$ cat src/rtl/aca_csu_pkg.sv
// ---------------------------------------------------------------------------
// aca_csu_pkg
// Shared definitions for the ACA-CSU variable-latency adder sequencer:
//   - state_t     : controller FSM states (IDLE, SPEC, FIX, OUT)
//   - DEF_WIDTH   : default operand width
//   - DEF_BLOCK   : default carry-select block width
//   - CNT_W       : width of the optional statistics counters
// ---------------------------------------------------------------------------
package aca_csu_pkg;

   typedef enum logic [1:0] {
      IDLE = 2'd0,
      SPEC = 2'd1,
      FIX  = 2'd2,
      OUT  = 2'd3
   } state_t;

   localparam int DEF_WIDTH = 16;
   localparam int DEF_BLOCK = 4;
   localparam int CNT_W     = 16;

endpackage : aca_csu_pkg

$ cat src/rtl/aca_csu_spec_core.sv
// ---------------------------------------------------------------------------
// aca_csu_spec_core
// Combinational ACA-CSU datapath. Each BLOCK-wide slice adds with a carry-in
// predicted from the previous slice alone (its generate with carry-in 0);
// slice 0 uses carry-in 0. The exact sum is formed alongside so the
// controller can detect and repair a misprediction.
// Ports:
//   i_a, i_b   in  WIDTH    registered operands
//   o_spec     out WIDTH+1  speculative sum, MSB = predicted carry-out
//   o_exact    out WIDTH+1  exact sum a+b
//   o_err      out 1        speculative sum differs from exact sum
// ---------------------------------------------------------------------------
module aca_csu_spec_core
   import aca_csu_pkg::*;
#(
   parameter int WIDTH = DEF_WIDTH,
   parameter int BLOCK = DEF_BLOCK
) (
   input  logic [WIDTH-1:0] i_a,
   input  logic [WIDTH-1:0] i_b,
   output logic [WIDTH:0]   o_spec,
   output logic [WIDTH:0]   o_exact,
   output logic             o_err
);

   localparam int NBLK = WIDTH / BLOCK;

   logic [NBLK-1:0] w_gen;           // block carry-out assuming carry-in 0
   logic [NBLK-1:0] w_cin;           // carry-in actually used by each block
   logic [BLOCK:0]  w_bsum [NBLK];   // block sum incl. its own carry-out

   assign w_cin[0] = 1'b0;

   for (genvar k = 0; k < NBLK; k++) begin : g_blk
      logic [BLOCK:0] w_raw;
      assign w_raw    = {1'b0, i_a[k*BLOCK +: BLOCK]} + {1'b0, i_b[k*BLOCK +: BLOCK]};
      assign w_gen[k] = w_raw[BLOCK];
      assign w_bsum[k] = w_raw + {{BLOCK{1'b0}}, w_cin[k]};
      assign o_spec[k*BLOCK +: BLOCK] = w_bsum[k][BLOCK-1:0];
      if (k >= 1) begin : g_pred
         // Prediction looks back exactly one block; long propagate chains
         // crossing a block boundary are what the FIX cycle repairs.
         assign w_cin[k] = w_gen[k-1];
      end
   end

   assign o_spec[WIDTH] = w_bsum[NBLK-1][BLOCK];
   assign o_exact       = {1'b0, i_a} + {1'b0, i_b};
   assign o_err         = (o_spec != o_exact);

endmodule : aca_csu_spec_core

$ cat src/rtl/aca_csu_vl_ctrl.sv
// ---------------------------------------------------------------------------
// aca_csu_vl_ctrl
// Variable-latency sequencer around aca_csu_spec_core. Accepts one operand
// pair, returns the speculative sum one cycle later when it is correct (or
// approx mode is requested), otherwise spends one more cycle to return the
// exact sum. One transaction in flight at a time.
// Optional feature macro: ACA_CSU_STATS_EN (operation / error counters).
// Ports:
//   clk, rst_n          clock, asynchronous active-low reset
//   in_valid/in_ready   operand handshake (a, b, approx sampled on accept)
//   out_valid/out_ready result handshake
//   sum                 WIDTH+1 result, MSB is carry-out
//   out_err             speculative sum was wrong for this transaction
//   corrected           result is the exact sum produced in FIX
//   stats_clr, op_cnt, err_cnt   (only with ACA_CSU_STATS_EN)
// ---------------------------------------------------------------------------
module aca_csu_vl_ctrl
   import aca_csu_pkg::*;
#(
   parameter int WIDTH = DEF_WIDTH,
   parameter int BLOCK = DEF_BLOCK
) (
   input  logic             clk,
   input  logic             rst_n,
   input  logic             in_valid,
   output logic             in_ready,
   input  logic [WIDTH-1:0] a,
   input  logic [WIDTH-1:0] b,
   input  logic             approx,
   output logic             out_valid,
   input  logic             out_ready,
   output logic [WIDTH:0]   sum,
   output logic             out_err,
   output logic             corrected
`ifdef ACA_CSU_STATS_EN
   ,
   input  logic             stats_clr,
   output logic [CNT_W-1:0] op_cnt,
   output logic [CNT_W-1:0] err_cnt
`endif
);

   state_t           r_state;
   state_t           w_state_nxt;
   logic [WIDTH-1:0] r_a;
   logic [WIDTH-1:0] r_b;
   logic             r_approx;
   logic [WIDTH:0]   r_sum;
   logic             r_err;
   logic             r_corr;

   logic             w_accept;
   logic             w_ld_spec;
   logic             w_ld_fix;
   logic [WIDTH:0]   w_spec;
   logic [WIDTH:0]   w_exact;
   logic             w_err;

   aca_csu_spec_core #(
      .WIDTH (WIDTH),
      .BLOCK (BLOCK)
   ) u_core (
      .i_a     (r_a),
      .i_b     (r_b),
      .o_spec  (w_spec),
      .o_exact (w_exact),
      .o_err   (w_err)
   );

   assign in_ready  = (r_state == IDLE);
   assign out_valid = (r_state == OUT);
   assign sum       = r_sum;
   assign out_err   = r_err;
   assign corrected = r_corr;

   always_comb begin
      w_state_nxt = r_state;
      w_accept    = 1'b0;
      w_ld_spec   = 1'b0;
      w_ld_fix    = 1'b0;
      unique case (r_state)
         IDLE: begin
            if (in_valid) begin
               w_accept    = 1'b1;
               w_state_nxt = SPEC;
            end
         end
         SPEC: begin
            if (r_approx || !w_err) begin
               w_ld_spec   = 1'b1;
               w_state_nxt = OUT;
            end else begin
               w_state_nxt = FIX;
            end
         end
         FIX: begin
            w_ld_fix    = 1'b1;
            w_state_nxt = OUT;
         end
         OUT: begin
            if (out_ready) w_state_nxt = IDLE;
         end
         default: w_state_nxt = IDLE;
      endcase
   end

   always_ff @(posedge clk or negedge rst_n) begin
      if (!rst_n) begin
         r_state  <= IDLE;
         r_a      <= '0;
         r_b      <= '0;
         r_approx <= 1'b0;
         r_sum    <= '0;
         r_err    <= 1'b0;
         r_corr   <= 1'b0;
      end else begin
         r_state <= w_state_nxt;
         if (w_accept) begin
            r_a      <= a;
            r_b      <= b;
            r_approx <= approx;
         end
         if (w_ld_spec) begin
            r_sum  <= w_spec;
            r_err  <= w_err;
            r_corr <= 1'b0;
         end else if (w_ld_fix) begin
            r_sum  <= w_exact;
            r_err  <= 1'b1;
            r_corr <= 1'b1;
         end
      end
   end

`ifdef ACA_CSU_STATS_EN
   logic [CNT_W-1:0] r_op_cnt;
   logic [CNT_W-1:0] r_err_cnt;
   logic             w_err_evt;

   // Each transaction passes through SPEC exactly once, so that is where an
   // error is counted, independent of approx mode.
   assign w_err_evt = (r_state == SPEC) && w_err;

   always_ff @(posedge clk or negedge rst_n) begin
      if (!rst_n) begin
         r_op_cnt  <= '0;
         r_err_cnt <= '0;
      end else if (stats_clr) begin
         r_op_cnt  <= '0;
         r_err_cnt <= '0;
      end else begin
         if (w_accept && (r_op_cnt != '1))   r_op_cnt  <= r_op_cnt + 1'b1;
         if (w_err_evt && (r_err_cnt != '1)) r_err_cnt <= r_err_cnt + 1'b1;
      end
   end

   assign op_cnt  = r_op_cnt;
   assign err_cnt = r_err_cnt;
`endif

endmodule : aca_csu_vl_ctrl

$ cat config.mk
export PLATFORM = sky130hd
export DESIGN_NAME = aca_csu_vl_ctrl
export DESIGN_NICKNAME = d
export VERILOG_FILES = /design/src/rtl/aca_csu_pkg.sv /design/src/rtl/aca_csu_spec_core.sv /design/src/rtl/aca_csu_vl_ctrl.sv
export SDC_FILE = /design/constraint.sdc
export NUM_CORES = 1
export LEC_CHECK = 0
export ABC_AREA = 1
export CAP_MARGIN = 10
export CORE_UTILIZATION = 45
export CTS_CLUSTER_DIAMETER = 50
export CTS_CLUSTER_SIZE = 25
export DETAILED_ROUTE_END_ITERATION = 10
export PLACE_DENSITY = 0.7
export SLEW_MARGIN = 20
export SYNTH_ARGS = -nofsm -noshare
export SYNTH_HDL_FRONTEND = slang
export SYNTH_HIERARCHICAL = 1
export SYNTH_SLANG_ARGS = --single-unit
export TNS_END_PERCENT = 30
$ cat constraint.sdc
create_clock -name clk -period 2.8 [get_ports clk]
set_input_delay 0.56 -clock clk [delete_from_list [all_inputs] [get_ports clk]]
set_output_delay 0.56 -clock clk [all_outputs]
set_load 0.03 [all_outputs]
# Word-level counts from Yosys, hierarchy flattened
# Index checks and enable logic that the tools add are counted.
# op_classes
addsub	8
n_eq_ne	6
mux	14
reduce_logical	5
# op_table
op	count
two-way mux 17 bit	2
adder 4 x 4 -> 5 bit	4
adder 16 x 16 -> 17 bit	1
inequality test 17 bit	1
two-way mux 1 bit	9
adder 4 x 1 -> 4 bit	2
case mux 2 bit (4 select lines)	1
adder 5 x 1 -> 5 bit	1
equality test 2 bit, second input constant	2
two-way mux 2 bit	2
equality test 2 x 1 -> 1 bit, second input constant	1
zero test 2 bit	1
inequality test 2 x 1 -> 1 bit, second input constant	1
inequality test 2 bit, second input constant	1
AND reduction 2 bit	1
nonzero test 2 bit	1
zero test 1 bit	1
logical OR 1 bit	1
# totals
out_inout_bits	21
ff_bits	54

# Longest topological paths before layout
# Gate-level depths: netlist of the first run.
# depth
depth_word	8
ltp_mapped	23

# By module
# Netlist of the first run, hierarchy kept.
# modules_own_cells
mod	seq_area_each_um2	area_per_inst_um2	cells_per_inst	instances
aca_csu_vl_ctrl	1351.3	2523.7	320	1
aca_csu_spec_core	0.0	1630.3	290	1

# Least setup slack after synthesis of the first run
# No wires, ideal clock.
# synth_timing
path_kind	reg2reg
start	register r_a[11]
end	register r_sum[10] (netlist: sum[10])
synth_period_minus_slack_ps	3016
n_path_buf	2
setup_slack_ps	-216
arrival_time_ps	2899
setup_ps	117
path_stages_with_launch	21
path_cell_list	dfrtp_1 -> ha_1 -> buf_2 -> nand2_1 -> inv_1 -> nand2_1 -> nand3_1 -> inv_1 -> fa_1 -> fa_1 -> nand2_1 -> nand2_1 -> nor2_1 -> nand3_1 -> nor2_1 -> nand2_1 -> a21oi_4 -> buf_6 -> nand2_1 -> nand2_1 -> nand2_1
# synth_via
elab_chain_len	8
# synth_rtl
item	line_no	text
start, declared	aca_csu_vl_ctrl.sv:45	logic [WIDTH-1:0] r_a;
start signal, assigned	aca_csu_vl_ctrl.sv:110	r_a <= '0;
start signal, assigned	aca_csu_vl_ctrl.sv:119	r_a <= a;
adder 4 x 4 -> 5 bit	aca_csu_spec_core.sv:36	assign w_raw = {1'b0, i_a[k*BLOCK +: BLOCK]} + {1'b0, i_b[k*BLOCK +: BLOCK]};
adder 5 x 1 -> 5 bit or adder 4 x 1 -> 4 bit (tied branches)	aca_csu_spec_core.sv:38	assign w_bsum[k] = w_raw + {{BLOCK{1'b0}}, w_cin[k]};
inequality test 17 bit *	aca_csu_spec_core.sv:49	assign o_err = (o_spec != o_exact);
net w_err	aca_csu_vl_ctrl.sv:57	logic w_err;
zero test 1 bit *	aca_csu_vl_ctrl.sv:89	if (r_approx || !w_err) begin
logical OR 1 bit *	aca_csu_vl_ctrl.sv:89	
two-way mux 1 bit *	aca_csu_vl_ctrl.sv:89	
two-way mux 1 bit *	aca_csu_vl_ctrl.sv:81	unique case (r_state)
two-way mux 17 bit or nonzero test 2 bit (tied branches)	n/a	
end signal, assigned	aca_csu_vl_ctrl.sv:124	r_sum <= w_spec;
end signal, assigned	aca_csu_vl_ctrl.sv:128	r_sum <= w_exact;
end, declared	aca_csu_vl_ctrl.sv:48	logic [WIDTH:0] r_sum;
# Mark *: on every way through the listed nets, which the timed path passes. The rest lies on a longest branch.
# A chain may end at the register's enable or synchronous reset.

# Worst setup path in the final report of the first run
# layout_timing
start	register r_a[8]
end	register r_sum[13] (netlist: sum[13])
# layout_via
elab_chain_len	8
# layout_rtl
item	line_no	text
adder 4 x 4 -> 5 bit *	aca_csu_spec_core.sv:36	
adder 5 x 1 -> 5 bit *	aca_csu_spec_core.sv:38	
net w_spec[13]	aca_csu_vl_ctrl.sv:55	logic [WIDTH:0] w_spec;
inequality test 17 bit *	aca_csu_spec_core.sv:49	
net w_err	aca_csu_vl_ctrl.sv:57	
zero test 1 bit *	aca_csu_vl_ctrl.sv:89	
logical OR 1 bit *	aca_csu_vl_ctrl.sv:89	
two-way mux 1 bit *	aca_csu_vl_ctrl.sv:89	
two-way mux 1 bit *	aca_csu_vl_ctrl.sv:81	
two-way mux 17 bit or nonzero test 2 bit (tied branches)	n/a	
# Mark *: on every way through the listed nets, which the timed path passes. The rest lies on a longest branch. The select of a mux whose other input is x is not followed.

==> impl_summary.md, run 1 <==
Yosys
The net count after synthesis is 676. Summing every instance area after synthesis gives 4154 um2. The mux contribution to synthesized area is 0%. Counting flops and latches in the post-synthesis netlist gives 54.

The register area share after synthesis is 32.53%. The synthesized netlist devotes 39.28% of its cell area to simple gates. The number of synthesis warnings is 6. The mean instance size in the synthesized netlist is 6.810 um2. The adder-cell area share of the yosys netlist is 9.639%. After synthesis, the largest family of logic cells by area is simple AND/OR/NAND/NOR gates. The fraction of synthesized cell area in xor and xnor cells is 4.729%. The number of unique standard cell types used by synthesis is 29. The number of instances in the synthesized netlist is 610.

The fraction of the mapped netlist area in compound gates is 2.259%.

CTS
At the later pin of the worst-skew pair, clock insertion delay measures 310 ps. In this run the number of H-tree levels came out at 2. The TritonCTS clock tree is done. The quantity of hold-fixing buffers added after cts is 0. The clock passes through at most 2 buffers. After clock tree synthesis, the clock-pin slew on the worst setup and hold paths is 100 ps.

The number of sinks driven by the clock tree is 54. Buffers inserted during clock tree synthesis total 5. CTS placed an instance of sky130_fd_sc_hd__clkbuf_8 at the clock tree root.

STA
Setup slack on the critical path of the routed design comes to -151.6 ps. The worst path uses 105.4% of the clock period. The total setup violations reported at the end of the flow is 20. The final count of pins violating max slew is 0. The slew of the pin with the lowest slew margin is 445.5 ps.

The headroom to the max-slew limit is 70.23%. The worst clock skew on the final layout is 6.436 ps. The routed design could run at a clock period as short as 2952 ps. Setup repair after global routing could not meet its margin everywhere. The final number of hold-violating endpoints came to 0.

For this run, the top clock speed supported by timing is 0.3388 GHz.

Placement
The placed standard-cell area is 5049 um2. The placed wire-length estimate after detailed placement is 7.839 mm. The congestion estimate from routability-driven global placement came to 0.8806. The count of input and output buffers is 57.

Worst setup path
The worst register-to-register path begins at r_a[8]$_DFFE_PN0P_. Data arrives at the worst endpoint at 3160 ps. The type of element capturing the critical path is a flop. The end of the critical path is sum[13]$_DFFE_PN0P_. STA puts the critical path data required time at 3010 ps.

The critical path starts at r_a[8]$_DFFE_PN0P_. The endpoint of the worst register-to-register path is sum[13]$_DFFE_PN0P_. The classification of the worst setup path is reg -> reg. STA classifies the critical path startpoint as a flop.

The setup check on the worst reg-to-reg path leaves a slack of -150 ps. The number of cells on the worst reg-to-reg path is 18. In this run the worst path has a maximum fanout of 26.

Floorplan
The starting utilization of the core area is 46.95%. The floorplan step defined a core boundary enclosing 8848 um2. The total number of placement rows is 34. In this run the horizontal extent of the chip is 98.08 um. The overall die area is 9620 um2. The floorplan die height is 98.08 um.

The number of I/O pins is 58.

Layout
The multi-input combinational cells in the finished layout cover a total of 2420 um2. The final net count is 757. The area added between synthesis and finish is 25.51%. In the final layout, flip-flops and latches occupy 1351 um2. The filler cells instantiated in the layout total 864. The most common cell after layout, fill and taps aside is sky130_fd_sc_hd__nand2_1. The final design instance area without fill is 5214 um2. Leaving out fill and tap cells, the most frequent cells in the layout are 258 x sky130_fd_sc_hd__nand2_1, 79 x sky130_fd_sc_hd__nand3_1, 72 x sky130_fd_sc_hd__inv_1, 56 x sky130_fd_sc_hd__clkdlybuf4s50_1, 54 x sky130_fd_sc_hd__dfrtp_1. The count of inserted antenna diode cells is 0. The share of cells above drive strength 1 is 13.73%.

Flow run
The max-capacitance violation count is 0.

Run status
The run finished, with violations left. The checks that failed: DRC, setup timing.

GRT
The number of global-route vias before repair is 3640. Across every metal layer, demand over resource in global routing totals 21.04%. The total congestion overflow is 0. The pin count of the biggest net entering global routing is 37.

The number of antenna violations at the first check in global routing is 0. The first global-routing pass estimated 16.44 mm of wire.

Detailed routing
Dividing the detail-routed via count by the number of cells gives 4.683. The first detailed-routing pass took 7 iterations. The detailed router finished its first iteration with 212 violations. The count of antenna-violating nets left after detailed routing is 0. The routed length per placed instance is 11.78 um. The routed wire length is 9.421 mm.

The total DRC errors in the routed layout is 5. The detailed-route via count is 3746.

Min path
The worst min-delay path class is in -> async.
sequential cells by signal, indices dropped and copies added, names as in the netlist:
signal     cells
corrected      1
out_err        1
r_a           16
r_approx       1
r_b           16
r_state        2
sum           17
metrics by stage:
| stage | TNS (ps) | std cells | utilization [%] | hold slack (ps) | setup WS, ps |
|---|---|---|---|---|---|
| 2_1_floorplan | -1179 | 610 | - | 264.4 | -85.48 |
| 3_3_place_gp | -3301 | 791 | 57.06 | 461.4 | -186.4 |
| 3_5_place_dp | -4769 | 791 | 57.06 | 465.7 | -260.9 |
| 4_1_cts | -2836 | 799 | 58.58 | 166.3 | -168.1 |
| 5_1_grt | -6395 | 800 | 58.92 | 182.5 | -361.9 |
| 6_report | -2500 | 800 | 58.92 | 161.9 | -151.6 |
cells in the mapped netlist, drive strengths merged:
cell      n  area, um2
nand3b    1      7.510
nand2   268       1026
xor2     15      146.4
nand4     5      31.28
nand3    86      445.4
buf      25      178.9
inv      77      289.0
nor2     26      102.6
clkbuf    2      12.51
xnor2     3      26.28
o21ai     3      18.77
fa        5      100.1
xor3      1      23.77
and2      3      18.77
dfrtp    54       1351
a21oi    12      75.08
ha       24      300.3
layout make-up:
class,instances,share of cell area [%]
flip-flops and latches,54,25.92
multi-input cells,452,46.41
well taps,108,2.592
clock inverters,3,0.5520
repair buffers,101,17.66
inverters,77,5.544
clock buffers,5,1.320
cell families (layout without fill, tap and decap cells):
family | Yosys count | after routing
flip-flops | 54 | 54
AO/OA/AOI/OAI | 15 | 15
XOR/XNOR | 19 | 19
AND/OR/NAND/NOR | 389 | 389
buffers and inverters | 104 | 186
adder cells (fa/ha/maj) | 29 | 29
metal layers:
layer	global-route usage, %	vias to the layer above	routed length [um]
met4	6.643	0	178
met3	2.147	10	243
met1	28.32	1644	4623
met5	0	-	0
li1	-	2034	-
met2	35.54	58	4375
how the worst min path moves through the flow:
| stage | start | end | depth (start not counted) |
|---|---|---|---|
| finish | rst_n | sum[0]$_DFFE_PN0P_ | 1 |
| detailed placement | r_b[3]$_DFFE_PN0P_ | r_b[3]$_DFFE_PN0P_ | 2 |
| floorplan | rst_n | corrected$_DFFE_PN0P_ | 0 |
| global placement | r_b[7]$_DFFE_PN0P_ | r_b[7]$_DFFE_PN0P_ | 2 |
| global route | rst_n | sum[0]$_DFFE_PN0P_ | 1 |
| CTS | rst_n | sum[2]$_DFFE_PN0P_ | 1 |
timing repair:
item / in CTS / in global routing
resized for setup: 8 / 7
hold endpoints to repair: 0 / 0
cloned: 0 / 0
buffers inserted: 0 / 1
endpoints found under the setup margin: 20 / 20
pin swaps: 3 / 0
critical path: stages, from the launching register on:
cell and delay, ps:
sky130_fd_sc_hd__dfrtp_1 410, sky130_fd_sc_hd__ha_2 210, sky130_fd_sc_hd__fa_2 350, sky130_fd_sc_hd__nand2_2 80, sky130_fd_sc_hd__nand3_2 80, sky130_fd_sc_hd__inv_2 70, sky130_fd_sc_hd__fa_2 210, sky130_fd_sc_hd__fa_2 460
sky130_fd_sc_hd__inv_2 80, sky130_fd_sc_hd__nand3_2 70, sky130_fd_sc_hd__nand2_2 60, sky130_fd_sc_hd__nand3_2 60, sky130_fd_sc_hd__nor2_2 130, sky130_fd_sc_hd__nand2_2 90, sky130_fd_sc_hd__nand2_1 90, sky130_fd_sc_hd__nand2_2 80
sky130_fd_sc_hd__buf_12 170, sky130_fd_sc_hd__nand3_1 70, sky130_fd_sc_hd__nand2_1 60
Power of run 1 is left out: the tool's default activity adds up to more than one toggle a clock period on the data nets, which glitch-free logic cannot reach.
==> inputs of run 2 (changes only) <==
--- a/config.mk
+++ b/config.mk
@@ -11,10 +11,9 @@
 export CTS_CLUSTER_DIAMETER = 50
 export CTS_CLUSTER_SIZE = 25
 export DETAILED_ROUTE_END_ITERATION = 10
-export PLACE_DENSITY = 0.7
+export PLACE_DENSITY = 0.71
 export SLEW_MARGIN = 20
 export SYNTH_ARGS = -nofsm -noshare
 export SYNTH_HDL_FRONTEND = slang
-export SYNTH_HIERARCHICAL = 1
 export SYNTH_SLANG_ARGS = --single-unit
 export TNS_END_PERCENT = 30
==> impl_summary.md, run 2 <==
STA
Setup repair after global routing could not meet its margin everywhere. The slew of the pin with the lowest slew margin is 935.4 ps (+489.9 ps). The final critical delay including setup and external delays is 3007 ps (+55.09 ps). The final count of pins violating max slew is 0 (unchanged).

The headroom to the max-slew limit is 37.49% (-33 points). The total setup violations reported at the end of the flow was 20 (unchanged). The worst clock skew on the final layout is 4.857 ps (-1.579 ps). The maximum frequency from static timing analysis is 0.3326 GHz (-1.8%). The final number of hold-violating endpoints is 0 (unchanged).

The share of the cycle needed by the critical path after routing is 107.4% (+2.0 points). The post-route worst setup slack is -206.7 ps (-55.09 ps).

CTS
The clock tree root driver cell is sky130_fd_sc_hd__clkbuf_8. The clock-pin slew of the registers on the worst-case setup and hold paths was 90 ps (about the same). The H-tree depth is 2 (unchanged). The number of sinks driven by the clock tree was 54 (unchanged). The maximum clock path buffer count came to 2 (unchanged).

The clock latency at the later pin of the worst-skew pair came to 300 ps (about the same). The TritonCTS clock tree is done. The total clock buffers created by CTS came to 5 (unchanged).

Detailed routing
The routed wire length is 9.054 mm (-3.9%). The detailed-route via count is 3573 (-4.6%). The first-pass iteration count of the detailed router is 4 (-3). The average via count per standard cell came to 5.083 (+8.5%). The count of antenna-violating nets left after detailed routing is 0 (unchanged). The DRC marker count from the first detailed-route iteration was 164 (-23%).

The routed length per placed instance is 12.88 um (+9.4%). The total DRC errors in the routed layout is 0 (-5).

Floorplan
The overall die area is 8935 um2 (-7.1%). The starting utilization of the core area is 46.65% (-0.29 points). The number of I/O pins was 58 (unchanged). The floorplan die height is 94.53 um (-3.6%). The total number of placement rows is 33 (-2.9%). The overall die width was 94.53 um (-3.6%). The core area is 8258 um2 (-6.7%).

Min path
The path class of the tightest hold or removal check is in -> async.

Yosys
In the post-synthesis netlist, the biggest area contributors are sky130_fd_sc_hd__dfrtp_1 35%, sky130_fd_sc_hd__nand2_1 14%, sky130_fd_sc_hd__mux2_2 8.5%, sky130_fd_sc_hd__ha_1 7.8%, sky130_fd_sc_hd__nand3_1 7.4%. The commonest cells after synthesis are 148 x sky130_fd_sc_hd__nand2_1, 57 x sky130_fd_sc_hd__nand3_1, 54 x sky130_fd_sc_hd__dfrtp_1, 46 x sky130_fd_sc_hd__inv_1, 29 x sky130_fd_sc_hd__mux2_2. Summed over all instances, the cell type with the most area after synthesis is sky130_fd_sc_hd__dfrtp_1. The number of synthesis warnings was 0 (-6). The netlist area before placement was 3852 um2 (-7.3%). The number of unique standard cell types used by synthesis is 34 (+17%). The register area share after synthesis is 35.08% (+2.5 points).

The mean instance size in the synthesized netlist is 7.798 um2 (+15%). The fraction of synthesis flops using an asynchronous set or reset pin is 100.0% (unchanged). The main flop type after synthesis is sky130_fd_sc_hd__dfrtp_1. The share of the synthesized area in the top cell type is 35.08% (+2.5 points). The number of enable flip-flop cells after synthesis is 0 (unchanged).

The most common cell in the synthesized netlist is sky130_fd_sc_hd__nand2_1. The number of instances in the synthesized netlist was 494 (-19%). The net count after synthesis is 560 (-17%). The post-synthesis register bit count was 54 (unchanged).

Worst setup path
Among the stages of the critical path, the cell type that occurs most often is sky130_fd_sc_hd__nand2_1. The nature of the critical path startpoint is a flop. The maximum cell stage delay along the critical path is 390 ps (-70 ps). The cell with the biggest individual delay on the critical path is sky130_fd_sc_hd__dfrtp_1. The startpoint identified for the worst register-to-register timing path is r_a[4]$_DFFE_PN0P_. The signal on the critical path passes through ha_1 -> fa_2 -> inv_1 -> nor2_1 -> nor2_4 -> inv_1 -> ha_1 -> buf_4 -> nand4_1 -> nand3b_1 -> nand2_1 -> xnor2_1 -> nor2_2 -> nand3_4 -> buf_4 -> nand3_1 -> nand2_1 -> nand2_1.

The signal arrival time at the worst endpoint was 3250 ps (+90 ps). In this run the worst setup path begins at r_a[4]$_DFFE_PN0P_. The type of element capturing the critical path is a flop.

The maximum fanout along the worst path is 7 (-73%). The cell family with the largest share of critical-path delay is simple AND/OR/NAND/NOR gates. The number of cells on the worst reg-to-reg path came to 18 (unchanged). The worst setup path is of the reg -> reg kind. The number of cells on the critical path is 18 (unchanged). The number of buffer and inverter stages on the critical path was 4 (+1).

The required time of the critical path was 3040 ps (+30 ps).

Layout
The number of fill cells was 754 (-13%). Relative to the synthesized area, the layout overhead comes to 32.80%. The count of inserted antenna diode cells is 0 (unchanged).

In the layout the commonest cells are 136 x sky130_fd_sc_hd__nand2_1, 56 x sky130_fd_sc_hd__clkdlybuf4s50_1, 54 x sky130_fd_sc_hd__nand3_1, 54 x sky130_fd_sc_hd__dfrtp_1, 49 x sky130_fd_sc_hd__buf_4. The flip-flop count of the largest register after layout came to 17 (unchanged). The final net count is 664 (-12%). Leaving out fill and tap cells, the most frequent cell in the layout is sky130_fd_sc_hd__nand2_1.

The share of cells above drive strength 1 came to 23.58% (+9.9 points).

GRT
The met3 routing resource usage after global routing is 2.979% (+0.83 points). The wire length of the first global-routing pass is 15.26 mm (-7.2%). The met1 demand-to-capacity share in global routing came to 29.49% (+1.2 points). The pin count of the biggest net entering global routing was 38 (+2.7%).

The total congestion overflow was 0 (unchanged). The number of global-route vias before repair came to 3416 (-6.2%). The overall global routing resource usage is 21.65% (+0.61 points).

The number of antenna violations at the first check in global routing is 0 (unchanged). The met2 capacity usage during global routing is 35.93% (+0.39 points). The most utilized layer in the global route result is met2.

Placement
The placed wire-length estimate after detailed placement is 6.952 mm (-11%). The count of input and output buffers is 57 (unchanged). The worst slack at placement was -182.4 ps (+78.45 ps).

The final estimated routing congestion in global placement is 0.8637 (-1.9%).

Run status
The run finished, with violations left. The final reports fail on setup timing.

Flow run
The max-capacitance violation count was 0 (unchanged).
-- run 2: cell types whose count changed in the layout (fill, tap and decap cells not counted), moves of 7 or more --
| cell | before | now |
|---|---|---|
| sky130_fd_sc_hd__nand2_2 | 8 | 19 |
| sky130_fd_sc_hd__nand2_1 | 258 | 136 |
| sky130_fd_sc_hd__nand4_1 | 5 | 21 |
| sky130_fd_sc_hd__a21oi_1 | 10 | 18 |
| sky130_fd_sc_hd__buf_4 | 42 | 49 |
| sky130_fd_sc_hd__mux2_2 | 0 | 29 |
| sky130_fd_sc_hd__xor2_1 | 12 | 4 |
| sky130_fd_sc_hd__nand3_1 | 79 | 54 |
| sky130_fd_sc_hd__inv_1 | 72 | 46 |
-- run 2: worst paths after layout --
| kind | end | slack [ps] |
|---|---|---|
| worst max register to register | sum[5]$_DFFE_PN0P_ | -210 |
| min in group clk | corrected$_DFFE_PN0P_ | 510 |
| worst min-delay path | r_a[6]$_DFFE_PN0P_ | 230 |
| max in group asynchronous | sum[15]$_DFFE_PN0P_ | 2230 |
| worst min register to register | corrected$_DFFE_PN0P_ | 510 |
| worst max-delay path | sum[5]$_DFFE_PN0P_ | -210 |
-- run 2: worst register-to-register path, stage by stage (launching register included) --
cell and delay (ps):
sky130_fd_sc_hd__dfrtp_1 390, sky130_fd_sc_hd__ha_1 230, sky130_fd_sc_hd__fa_2 350, sky130_fd_sc_hd__inv_1 80
sky130_fd_sc_hd__nor2_1 70, sky130_fd_sc_hd__nor2_4 80, sky130_fd_sc_hd__inv_1 50, sky130_fd_sc_hd__ha_1 240
sky130_fd_sc_hd__buf_4 150, sky130_fd_sc_hd__nand4_1 90, sky130_fd_sc_hd__nand3b_1 110, sky130_fd_sc_hd__nand2_1 120
sky130_fd_sc_hd__xnor2_1 170, sky130_fd_sc_hd__nor2_2 190, sky130_fd_sc_hd__nand3_4 210, sky130_fd_sc_hd__buf_4 210
sky130_fd_sc_hd__nand3_1 60, sky130_fd_sc_hd__nand2_1 100, sky130_fd_sc_hd__nand2_1 70
-- run 2: cells by family after synthesis --
group | count (synthesis) | share of synthesized area [%]
simple gates | 278 | 32.87
buf+inv | 66 | 7.015
flops | 54 | 35.08
compound gates | 31 | 4.580
mux | 29 | 8.477
fa+ha+maj | 29 | 10.39
xor+xnor | 7 | 1.591
-- run 2: final cells by class --
class	count	area, um2	area share, %
well taps	105	131.4	2.568
clock inverters	2	10.01	0.1956
inverters	50	187.7	3.668
repair buffers	111	989.7	19.34
multi-input cells	376	2377	46.47
flip-flops and latches	54	1351	26.41
clock buffers	5	68.82	1.345
-- run 2: through the flow --
| stage | TNS [ps] | instances | instance area [um2] | hold WS, ps | utilization, % |
|---|---|---|---|---|---|
| floorplan | 0 | 494 | 3861 | 264.4 | - |
| global placement | -2949 | 681 | 4783 | 473.7 | 57.92 |
| detailed placement | -3066 | 681 | 4783 | 496.6 | 57.92 |
| CTS | -1501 | 700 | 4992 | 232.2 | 60.45 |
| global route | -6952 | 703 | 5116 | 250.2 | 61.95 |
| finish | -3293 | 703 | 5116 | 227.4 | 61.95 |
-- run 2: repair_timing --
item	CTS	global route
gates resized for setup	11	23
setup endpoints to repair	20	20
pin swaps	5	9
buffers inserted	10	2
hold buffers	0	0
cloned	2	1
-- run 2: metal layers --
metal	vias up	share of wire [%]
met5	-	0
met4	0	1.3
met3	15	3.4
met2	75	48
met1	1657	48
li1	1826	-
Power of run 2 is left out for the same reason.
==> inputs of run 3 (changes only) <==
--- a/config.mk
+++ b/config.mk
@@ -7,11 +7,12 @@
 export LEC_CHECK = 0
 export ABC_AREA = 1
 export CAP_MARGIN = 10
+export CORE_MARGIN = 4
 export CORE_UTILIZATION = 45
 export CTS_CLUSTER_DIAMETER = 50
 export CTS_CLUSTER_SIZE = 25
 export DETAILED_ROUTE_END_ITERATION = 10
-export PLACE_DENSITY = 0.71
+export PLACE_DENSITY = 0.75
 export SLEW_MARGIN = 20
 export SYNTH_ARGS = -nofsm -noshare
 export SYNTH_HDL_FRONTEND = slang
==> impl_summary.md, run 3 (synthesis gave the netlist of run 2 again) <==
Detailed routing
The first-pass iteration count of the detailed router is 4 (unchanged). The DRC marker count from the first detailed-route iteration was 180 (+9.8%). The routed length per placed instance was 13.28 um (+3.1%).

The average via count per standard cell came to 5.184 (+2.0%). The count of antenna-violating nets left after detailed routing was 0 (unchanged). The routed wire length is 9.243 mm (+2.1%).

The total DRC errors in the routed layout is 0 (unchanged). The detailed-route via count is 3608 (+0.98%).

STA
The slew of the pin with the lowest slew margin is 621.4 ps (-314.0 ps). The final count of pins violating max slew is 0 (unchanged). The share of the cycle needed by the critical path after routing is 108.7% (+1.3 points). The headroom to the max-slew limit came to 58.47% (+21 points). The maximum frequency from static timing analysis is 0.3286 GHz (-1.2%).

Setup repair after global routing could not meet its margin everywhere. The final critical delay including setup and external delays is 3043 ps (+36.62 ps). The post-route worst setup slack came to -243.3 ps (-36.62 ps). The post-route worst hold slack came to 225.6 ps (-1.761 ps). The final number of hold-violating endpoints came to 0 (unchanged).

The total setup violations reported at the end of the flow was 20 (unchanged). The worst clock skew on the final layout is 16.56 ps (+11.70 ps).

Worst setup path
The maximum fanout along the worst path came to 8 (+1). The classification of the worst setup path is reg -> reg. The maximum cell stage delay along the critical path is 410 ps (+20 ps).

The signal arrival time at the worst endpoint is 3250 ps (about the same). The reg2reg setup slack is -240 ps (-40 ps). The required time of the critical path is 3000 ps (-40 ps). The nature of the critical path startpoint is a flop.

Walking the worst path, the cells encountered are ha_2 -> fa_2 -> nand2_2 -> nand2_2 -> and2_4 -> ha_4 -> buf_6 -> nand4_1 -> nand3_1 -> nand2_2 -> nand2_1 -> nand2_1 -> nand2_1 -> nor2_1 -> nand2_1 -> nor2_2 -> nand3_4 -> buf_12 -> nand4_1 -> nand3_1. The cell with the biggest individual delay on the critical path is sky130_fd_sc_hd__dfrtp_1. STA classifies the critical path endpoint as a flop. The cell seen most often among critical-path stages is sky130_fd_sc_hd__nand2_1.

GRT
The overall global routing resource usage came to 18.57% (-3.1 points). The wire length of the first global-routing pass is 15.53 mm (+1.8%). The pin count of the biggest net entering global routing is 38 (unchanged). The total congestion overflow is 0 (unchanged).

The number of global-route vias before repair was 3489 (+2.1%). The number of antenna violations at the first check in global routing is 0 (unchanged).

Layout
The share of the core filled with cells in the final layout is 62.08% (+0.12 points). The share of cells above drive strength 1 is 22.84% (-0.74 points). Leaving out fill and tap cells, the most frequent cell in the layout is sky130_fd_sc_hd__nand2_1. In the layout the commonest cells are 142 x sky130_fd_sc_hd__nand2_1, 56 x sky130_fd_sc_hd__clkdlybuf4s50_1, 54 x sky130_fd_sc_hd__dfrtp_1, 51 x sky130_fd_sc_hd__nand3_1, 45 x sky130_fd_sc_hd__inv_1.

The flip-flop count of the largest register after layout is 17 (unchanged). The final net count was 656 (-1.2%). The count of inserted antenna diode cells is 0 (unchanged). The post-route non-filler standard cell count was 696 (-1.0%).

The area added between synthesis and finish is 33.06%.

Floorplan
The floorplan die height is 100.5 um (+6.3%). The total number of placement rows is 33 (unchanged). The starting utilization of the core area is 46.65% (unchanged).

The overall die area was 10110 um2 (+13%). The overall die width is 100.5 um (+6.3%). The number of I/O pins is 58 (unchanged). The core area is 8258 um2 (unchanged).

CTS
The TritonCTS clock tree is done. The clock latency at the later pin of the worst-skew pair is 320 ps (+20 ps). The H-tree depth is 2 (unchanged). The tree is rooted in a sky130_fd_sc_hd__clkbuf_8.

The clock-pin slew of the registers on the worst-case setup and hold paths came to 110 ps (+20 ps). The total clock buffers created by CTS was 5 (unchanged). The quantity of hold-fixing buffers added after cts was 0 (unchanged). The number of sinks driven by the clock tree came to 54 (unchanged). The maximum clock path buffer count came to 2 (unchanged).

Placement
The worst slack at placement came to -198.9 ps (-16.54 ps). The number of placed instances with taps included was 679 (-0.29%). The final estimated routing congestion in global placement is 0.8383 (-2.9%). The placed wire-length estimate after detailed placement came to 7.175 mm (+3.2%). The count of input and output buffers is 57 (unchanged).

Run status
The checks that failed: setup timing. The flow ran to the end, but the final reports show violations.

Min path
The worst min-delay path class is in -> async.

Flow run
The max-capacitance violation count is 0 (unchanged).
## run 3: worst max-delay path: cells and delay by family, from the launching register on
kind | cells | cell delay [ps]
and+or+nand+nor | 15 | 1450
buffers and inverters | 2 | 330
DFF | 1 | 410
adders and majority gates | 3 | 740
## run 3: per-stage QoR
| stage | area (um2) | TNS, ps |
|---|---|---|
| 6_report | 5126 | -4541 |
| 3_5_place_dp | 4768 | -3348 |
| 4_1_cts | 4900 | -1952 |
| 5_1_grt | 5126 | -8380 |
| 3_3_place_gp | 4768 | -2330 |
| 2_1_floorplan | 3861 | 0 |
## run 3: area by class of cell
cell class | instances | area, um2
clock buffers | 6 | 82.58
clock inverters | 2 | 12.51
fillers | 727 | 3132
inverters | 50 | 187.7
multi-input cells | 375 | 2384
flip-flops and latches | 54 | 1351
well taps | 105 | 131.4
repair buffers | 104 | 977.2
## run 3: repair_timing
action                                 4_1_cts  5_1_grt
buffers inserted                             2        4
gates resized for setup                      4       29
setup endpoints to repair                   20       20
gates cloned                                 0        3
endpoints found under the hold margin        0        0
pin swaps                                    3       30
## run 3: final timing paths
path,from,end,cells after the start
worst max-delay path,r_b[0]$_DFFE_PN0P_,sum[9]$_DFFE_PN0P_,20
worst min-delay path,rst_n,r_a[6]$_DFFE_PN0P_,2
worst max register to register,r_b[0]$_DFFE_PN0P_,sum[9]$_DFFE_PN0P_,20
worst min register to register,r_b[8]$_DFFE_PN0P_,r_b[8]$_DFFE_PN0P_,1
max in group asynchronous,rst_n,r_a[3]$_DFFE_PN0P_,2
min in group clk,r_b[8]$_DFFE_PN0P_,r_b[8]$_DFFE_PN0P_,1
## run 3: layer usage
metal | share of wire, % | track usage, % | up-vias | wire, um
met1 | 44 | 24.74 | 1683 | 4100
met4 | 1.2 | 4.249 | 0 | 108
met2 | 49 | 31.80 | 103 | 4512
met5 | 0 | 0 | - | 0
li1 | - | - | 1812 | -
met3 | 5.6 | 2.976 | 10 | 521
Power of run 3 is left out for the same reason.
